## config.mk

```make
export PLATFORM = sky130hd
export DESIGN_NAME = pipe_addsub_nbit
export DESIGN_NICKNAME = d
export VERILOG_FILES = /design/src/rtl/pipe_addsub_pkg.sv /design/src/rtl/pipe_addsub_chunk.sv /design/src/rtl/pipe_addsub_nbit.sv
export SDC_FILE = /design/constraint.sdc
export NUM_CORES = 1
export LEC_CHECK = 0
export CAP_MARGIN = 20
export CORE_MARGIN = 2
export CORE_UTILIZATION = 54
export CTS_CLUSTER_DIAMETER = 60
export DETAILED_ROUTE_END_ITERATION = 16
export HOLD_SLACK_MARGIN = 0.08
export PLACE_DENSITY = 0.81
export SLEW_MARGIN = 10
export SYNTH_ARGS = -nofsm -noshare
export SYNTH_HDL_FRONTEND = slang
export SYNTH_HIERARCHICAL = 1
export SYNTH_SLANG_ARGS = --single-unit
```

## constraint.sdc

```tcl
create_clock -name clk -period 8 [get_ports clk]
set_input_delay 1.2 -clock clk [delete_from_list [all_inputs] [get_ports clk]]
set_output_delay 1.2 -clock clk [all_outputs]
set_load 0.1 [all_outputs]
```

## src/rtl/pipe_addsub_pkg.sv

```systemverilog
// Shared helpers for the pipelined adder/subtractor: chunk sizing,
// per-stage bit ranges and parameter legality.
package pipe_addsub_pkg;

  // Bits handled per stage: ceil(width / stages).
  function automatic int chunk_w(int width, int stages);
    return (width + stages - 1) / stages;
  endfunction

  // Lowest result bit produced by stage k (clamped to width for empty stages).
  function automatic int stage_lo(int k, int width, int stages);
    int lo;
    lo = k * chunk_w(width, stages);
    return (lo > width) ? width : lo;
  endfunction

  // Highest result bit produced by stage k; equals stage_lo-1 for an empty stage.
  function automatic int stage_hi(int k, int width, int stages);
    int hi;
    hi = (k + 1) * chunk_w(width, stages);
    return ((hi > width) ? width : hi) - 1;
  endfunction

  // WIDTH in 1..64, STAGES in 1..WIDTH.
  function automatic bit params_legal(int width, int stages);
    return (width >= 1) && (width <= 64) && (stages >= 1) && (stages <= width);
  endfunction

endpackage

```

## src/rtl/pipe_addsub_chunk.sv

```systemverilog
// Combinational W-bit ripple adder built from the 1-bit full-adder cell.
// Exposes the carry into the chunk MSB so the caller can form signed overflow.

// 1-bit full-adder cell.
module pipe_addsub_fa (
  input  logic a,
  input  logic b,
  input  logic ci,
  output logic s,
  output logic co
);
  assign s  = a ^ b ^ ci;
  assign co = (a & b) | (ci & (a ^ b));
endmodule

module pipe_addsub_chunk #(
  parameter int W = 15
) (
  input  logic [W-1:0] a,
  input  logic [W-1:0] b,
  input  logic         cin,
  output logic [W-1:0] s,
  output logic         cout,
  output logic         c_msb
);

  logic [W:0] c;

  assign c[0] = cin;

  for (genvar i = 0; i < W; i++) begin : g_bit
    pipe_addsub_fa u_fa (
      .a  (a[i]),
      .b  (b[i]),
      .ci (c[i]),
      .s  (s[i]),
      .co (c[i+1])
    );
  end

  assign cout  = c[W];
  assign c_msb = c[W-1];

endmodule

```

## src/rtl/pipe_addsub_nbit.sv

```systemverilog
// Pipelined WIDTH-bit adder/subtractor split into STAGES ripple chunks with
// a global valid/ready stall. Each stage adds its chunk and forwards finished
// low sum bits and untouched high operand bits in staircase registers.
// Optional macro PIPE_ADDSUB_SAT_EN: saturate s to the signed max/min on overflow.
module pipe_addsub_nbit
  import pipe_addsub_pkg::*;
#(
  parameter int WIDTH  = 45,
  parameter int STAGES = 3
) (
  input  logic             clk,
  input  logic             rst_n,
  input  logic             in_valid,
  output logic             in_ready,
  input  logic [WIDTH-1:0] a,
  input  logic [WIDTH-1:0] b,
  input  logic             cin,
  input  logic             sub,
  output logic             out_valid,
  input  logic             out_ready,
  output logic [WIDTH-1:0] s,
  output logic             cout,
  output logic             ovf
);

  if (!params_legal(WIDTH, STAGES)) begin : g_bad_params
    $error("pipe_addsub_nbit: WIDTH must be 1..64 and STAGES 1..WIDTH");
  end

  localparam logic [WIDTH-1:0] ONES = '1;
  localparam int               LAST = STAGES - 1;

  // Stage registers.
  logic             valid_q [STAGES];
  logic [WIDTH-1:0] sum_q   [STAGES];
  logic [WIDTH-1:0] a_q     [STAGES];
  logic [WIDTH-1:0] b_q     [STAGES];
  logic             c_q     [STAGES];
  logic             ovf_q   [STAGES];

  // Per-stage inputs (previous stage or the port) and next-state values.
  logic             src_valid [STAGES];
  logic [WIDTH-1:0] src_sum   [STAGES];
  logic [WIDTH-1:0] src_a     [STAGES];
  logic [WIDTH-1:0] src_b     [STAGES];
  logic             src_c     [STAGES];
  logic             src_ovf   [STAGES];
  logic [WIDTH-1:0] nxt_sum   [STAGES];
  logic [WIDTH-1:0] nxt_a     [STAGES];
  logic [WIDTH-1:0] nxt_b     [STAGES];
  logic             nxt_c     [STAGES];
  logic             nxt_ovf   [STAGES];

  logic en;

  // The whole pipe advances together unless a result is stuck at the output.
  assign en       = !valid_q[LAST] || out_ready;
  assign in_ready = en;

  // Stage 0 sees the port operands; subtract is a + ~b + 1.
  assign src_valid[0] = in_valid;
  assign src_sum[0]   = '0;
  assign src_a[0]     = a;
  assign src_b[0]     = sub ? ~b : b;
  assign src_c[0]     = sub ? 1'b1 : cin;
  assign src_ovf[0]   = 1'b0;

  for (genvar k = 0; k < STAGES; k++) begin : g_stage
    localparam int LO = stage_lo(k, WIDTH, STAGES);
    localparam int HI = stage_hi(k, WIDTH, STAGES);
    localparam int N  = HI - LO + 1;
    // Operand bits above this stage's chunk still need processing downstream.
    localparam logic [WIDTH-1:0] KEEP = ONES << (HI + 1);

    if (k > 0) begin : g_link
      assign src_valid[k] = valid_q[k-1];
      assign src_sum[k]   = sum_q[k-1];
      assign src_a[k]     = a_q[k-1];
      assign src_b[k]     = b_q[k-1];
      assign src_c[k]     = c_q[k-1];
      assign src_ovf[k]   = ovf_q[k-1];
    end

    assign nxt_a[k] = src_a[k] & KEEP;
    assign nxt_b[k] = src_b[k] & KEEP;

    if (N > 0) begin : g_add
      logic [N-1:0] ch_s;
      logic         ch_c;
      logic         ch_msb;

      pipe_addsub_chunk #(.W(N)) u_chunk (
        .a     (src_a[k][HI:LO]),
        .b     (src_b[k][HI:LO]),
        .cin   (src_c[k]),
        .s     (ch_s),
        .cout  (ch_c),
        .c_msb (ch_msb)
      );

      // Bits [HI:LO] of the incoming sum are still zero, so OR merges the chunk.
      assign nxt_sum[k] = src_sum[k] | (WIDTH'(ch_s) << LO);
      assign nxt_c[k]   = ch_c;
      // Overflow is formed in the stage holding the MSB and then forwarded.
      assign nxt_ovf[k] = (HI == WIDTH - 1) ? (ch_msb ^ ch_c) : src_ovf[k];
    end else begin : g_empty
      assign nxt_sum[k] = src_sum[k];
      assign nxt_c[k]   = src_c[k];
      assign nxt_ovf[k] = src_ovf[k];
    end
  end

  // Stage registers: all advance on en, bubbles included.
  // NOTE: sequential state uses non-blocking assignments so every stage
  // samples its predecessor's pre-edge value.
  always_ff @(posedge clk or negedge rst_n) begin
    if (!rst_n) begin
      // NOTE: data registers are reset too, not just valid bits, so s/cout/ovf
      // read zero during and right after reset.
      for (int k = 0; k < STAGES; k++) begin
        valid_q[k] <= 1'b0;
        sum_q[k]   <= '0;
        a_q[k]     <= '0;
        b_q[k]     <= '0;
        c_q[k]     <= 1'b0;
        ovf_q[k]   <= 1'b0;
      end
    end else if (en) begin
      for (int k = 0; k < STAGES; k++) begin
        valid_q[k] <= src_valid[k];
        sum_q[k]   <= nxt_sum[k];
        a_q[k]     <= nxt_a[k];
        b_q[k]     <= nxt_b[k];
        c_q[k]     <= nxt_c[k];
        ovf_q[k]   <= nxt_ovf[k];
      end
    end
  end

  assign out_valid = valid_q[LAST];
  assign cout      = c_q[LAST];
  assign ovf       = ovf_q[LAST];

`ifdef PIPE_ADDSUB_SAT_EN
  localparam logic [WIDTH-1:0] SMAX = ONES >> 1;
  localparam logic [WIDTH-1:0] SMIN = ~SMAX;

  // Saturate on overflow; a wrapped negative MSB means the true result was positive.
  always_comb begin
    // NOTE: default assignment first so no path leaves s unassigned (no latch).
    s = sum_q[LAST];
    if (ovf_q[LAST]) begin
      s = sum_q[LAST][WIDTH-1] ? SMAX : SMIN;
    end
  end
`else
  assign s = sum_q[LAST];
`endif

endmodule
```

==> key figures, run 1 <==
Outcome
  – Status: finished, final reports clean

Route
  – WL per Instance: 17.2 microns
  – WL final: 14900 microns
  – Drt drc: 0
  – Initial DRC count: 169
  – Vias: 4366
  – DR vias/cell: 5.05
  – ANT nets after route: 0
  – Drt pass-1 iters: 5

Floorplanning
  – Die height: 131 microns
  – Starting density of the core: 0.550
  – Ports: 145
  – Row count: 46
  – Die area: 17200 sq um
  – Core region area: 15800 sq um
  – Die Width: 131 microns

Placed design
  – Gp weighted congestion: 0.756
  – Number of port buffers: 144
  – Detailed Place HPWL: 10000 microns
  – Dpl cells: 832

Logic synthesis
  – Syn_area_per_cell: 17.7 sq um
  – Synth cell types: 11
  – Seq/Total Area, Yosys: 0.537
  – Synthesized flop and latch total: 187
  – Top post-synthesis cells by area: dfrtp_1, mux2_4, mux2_2
  – Post-Synthesis Cells: 493
  – Main synth FF type: dfrtp_1
  – Post-synth EDFFs: 0
  – Most common cell in the synthesized netlist: dfrtp_1
  – Mapped cell area: 8710 sq um
  – Synth Warn #: 6
  – Synth cell count leaders: dfrtp_1, mux2_4, mux2_2, xor2_1, fa_1
  – Post-synth top area share: 0.537
  – Asr flop ratio synth: 1.00
  – Largest area contributor in the netlist: dfrtp_1
  – Syn nets: 634

Pwr
  – Seq pwr share: 0.338
  – P_int: 2.62 mW
  – Gate power share: 0.478
  – Max rail drop VDD: 0.266 mV
  – Power per Cell Area: 419 nW/um^2
  – Clock power share: 0.183
  – Switching portion of total power: 0.422
  – Pleak: 4.81 nW
  – Sw Pwr: 1.91 mW

Timing
  – Skew final: 0.00990 ns
  – Fmax: 129 MHz
  – Slew Limit Fails: 0
  – RSZ-0062 raised after global routing: false
  – Fin Setup TNS: 0 ns
  – Actual slew at the worst max-slew pin: 1.07 ns
  – Setup violators final: 0
  – Slew headroom: 0.286
  – Final Hold Fails: 0
  – Crit path time final: 7.77 ns
  – Tcrit/Tclk final: 0.972

Clock tree
  – Root buffer cell: clkbuf_16
  – CTS tree: done
  – Worst-path clk slew: 0.06 ns
  – CTS buffer count: 17
  – Hold buffers post-CTS: 0
  – H-tree levels: 4
  – Setup bufs post-CTS: 0
  – PostCTS Resize Cnt: 0
  – Worst-skew pair later-pin latency: 0.43 ns
  – Clock Path Buffers: 2
  – Clk sinks: 187

GRT
  – Initial antenna violation count: 1
  – First-pass GRT wire length: 24200 microns
  – Pin count of the biggest net entering global routing: 108
  – GR Overflow Total: 0
  – Number of global-route vias before repair: 4796
  – Gr usage total: 0.186

Finish
  – Diode count: 0
  – Area of the multi-input gates: 3800 sq um
  – Fin cells: 864
  – Share of layout cells above drive strength 1: 0.347
  – Area Overhead vs Synth: 24.1%
  – Sequential Area: 4680 sq um
  – Layout fillers: 1060
  – Nets@finish: 776

Worst setup path
  – CP bufs+invs: 1
  – Endpoint type of the worst setup path: register
  – Worst R2R Path Depth: 17
  – Worst-path maximum fanout: 1
  – Delay-heaviest family, CP: adder cells
  – Worst Setup Path Type: input pin to register
  – Worst Path Arrival: 8.08 ns
  – Ordered cell list for the critical path: clkdlybuf4s50_1, or2_2, fa_1, fa_1, fa_1, fa_1, fa_1, fa_1, fa_1, fa_1, fa_1, fa_1, fa_1, fa_1, fa_1, fa_1, fa_1, mux2_2
  – Critical R2R Capture: ovf
  – Worst path required time: 8.31 ns
  – Max incr delay on CP: 0.42 ns
  – Worst setup SP type: input pin
  – Max stage delay cell, worst path: fa_1
  – Worst reg-to-reg setup slack: 0.87 ns
  – Critical R2R Launch: a_q[75]
  – Most used cell, CP: fa_1

Flow run
  – Max-cap check violation count: 0

Worst hold path
  – Min-Delay Path Depth: 1
  – Worst Hold Path EP: out_valid
  – Hold crit path type: register to register
  – Min-delay src: src_valid[0]
==> power by group through the flow <==
stage	Clock, mW	Combinational (mW)	Sequential [mW]
global placement	0	2.14	1.53
finish	0.831	2.17	1.53
floorplan	0	0.800	2.40
global route	0.900	2.29	1.59
detailed placement	0	2.18	1.55
CTS	0.853	2.19	1.54
==> metrics by stage <==
stage | power [mW] | hold slack (ns) | util | instance area (sq um) | worst slack [ns]
detailed placement | 3.73 | 0.460 | 0.646 | 10200 | -0.217
finish | 4.53 | 0.464 | 0.683 | 10800 | 0.227
global placement | 3.67 | 0.439 | 0.646 | 10200 | -0.153
CTS | 4.58 | 0.474 | 0.683 | 10800 | 0.229
floorplan | 3.20 | 0.430 | - | 8710 | 0.0550
global route | 4.78 | 0.506 | 0.683 | 10800 | 0.0633
==> metal layers <==
metal  vias to the layer above  wire, microns  part of all wire  track usage
met5                         -              0                 0            0
met4                         0            163             0.011       0.0526
met3                        17            803             0.054       0.0529
met2                       108           7200              0.48        0.303
met1                      2273           6690              0.45        0.246
li1                       1968              -                 -            -
==> flip-flops by register name, summed over array words and instances, names as in the netlist <==
signal / flops
s: 45
src_valid: 2
a_q: 45
cout: 1
b_q: 45
c_q: 2
src_sum: 45
ovf: 1
out_valid: 1
==> layout by cell type (no fill, tap or decap), drive strengths merged <==
cell           synthesis  final
buf                   26      6
bufinv                 0      2
clkbuf                 0     21
clkdlybuf4s50          0    142
clkinv                 0      6
clkinvlp               0      1
dfrtp                187    187
fa                    45     45
inv                    0      3
mux2                 186    186
nand2b                 2      2
or2                    1      1
xor2                  46     46
==> cell type report <==
| cell class | instances | area share |
|---|---|---|
| multi-input cells | 280 | 0.351 |
| clock buffers | 20 | 0.0413 |
| well taps | 216 | 0.0250 |
| repair buffers | 149 | 0.137 |
| flip-flops and latches | 187 | 0.433 |
| clock inverters | 12 | 0.0128 |
==> worst reg2reg max path: cells and delay by family, from the launching register on <==
kind | cells | cell delay, ns
fa+ha+maj | 15 | 6.16
flops | 1 | 0.41
xor+xnor | 1 | 0.18
mux | 1 | 0.27
==> how the worst max path moves through the flow <==
stage / startpoint / to / cells after the start
after CTS: cin / src_sum[59] / 18
after floorplan: sub / src_sum[59] / 19
after detailed placement: cin / src_sum[59] / 18
final: cin / src_sum[59] / 18
after global routing: cin / src_sum[59] / 18
after global placement: cin / src_sum[59] / 18
==> cells by family after synthesis <==
| logic type | share of synthesized area |
|---|---|
| buffers and inverters | 0.0266 |
| xor gates and xnor gates | 0.0463 |
| and+or+nand+nor | 0.00302 |
| adders and majority gates | 0.103 |
| muxes | 0.284 |
| DFF | 0.537 |
Power figures use the tool's default switching activity.
==> run 2: changes to the inputs <==
--- a/config.mk
+++ b/config.mk
@@ -5,6 +5,7 @@
 export SDC_FILE = /design/constraint.sdc
 export NUM_CORES = 1
 export LEC_CHECK = 0
+export ABC_CLOCK_PERIOD_IN_PS = 8000
 export CAP_MARGIN = 20
 export CORE_MARGIN = 2
 export CORE_UTILIZATION = 54
==> constraint.sdc (replaced) <==
create_clock -name clk -period 8 [get_ports clk]
set_input_delay 1.2 -clock clk [delete_from_list [all_inputs] [get_ports clk]]
set_output_delay 1.2 -clock clk [all_outputs]
set_load 0.01 [all_outputs]
==> results of run 2 <==
The final DEF is identical to that of run 1. Status: finished, final reports clean.
Main changes from that run: total power 4.53 mW -> 3.66 mW; worst IR drop on VDD 0.266 mV -> 0.180 mV
==> run 3: changes to the inputs <==
==> constraint.sdc (replaced) <==
create_clock -name clk -period 8 [get_ports clk]
set_input_delay 1.2 -clock clk [delete_from_list [all_inputs] [get_ports clk]]
set_output_delay 1.2 -clock clk [all_outputs]
set_load 0.1 [all_outputs]
==> results of run 3 <==
Final layout, timing and power as in run 1 (identical DEF).
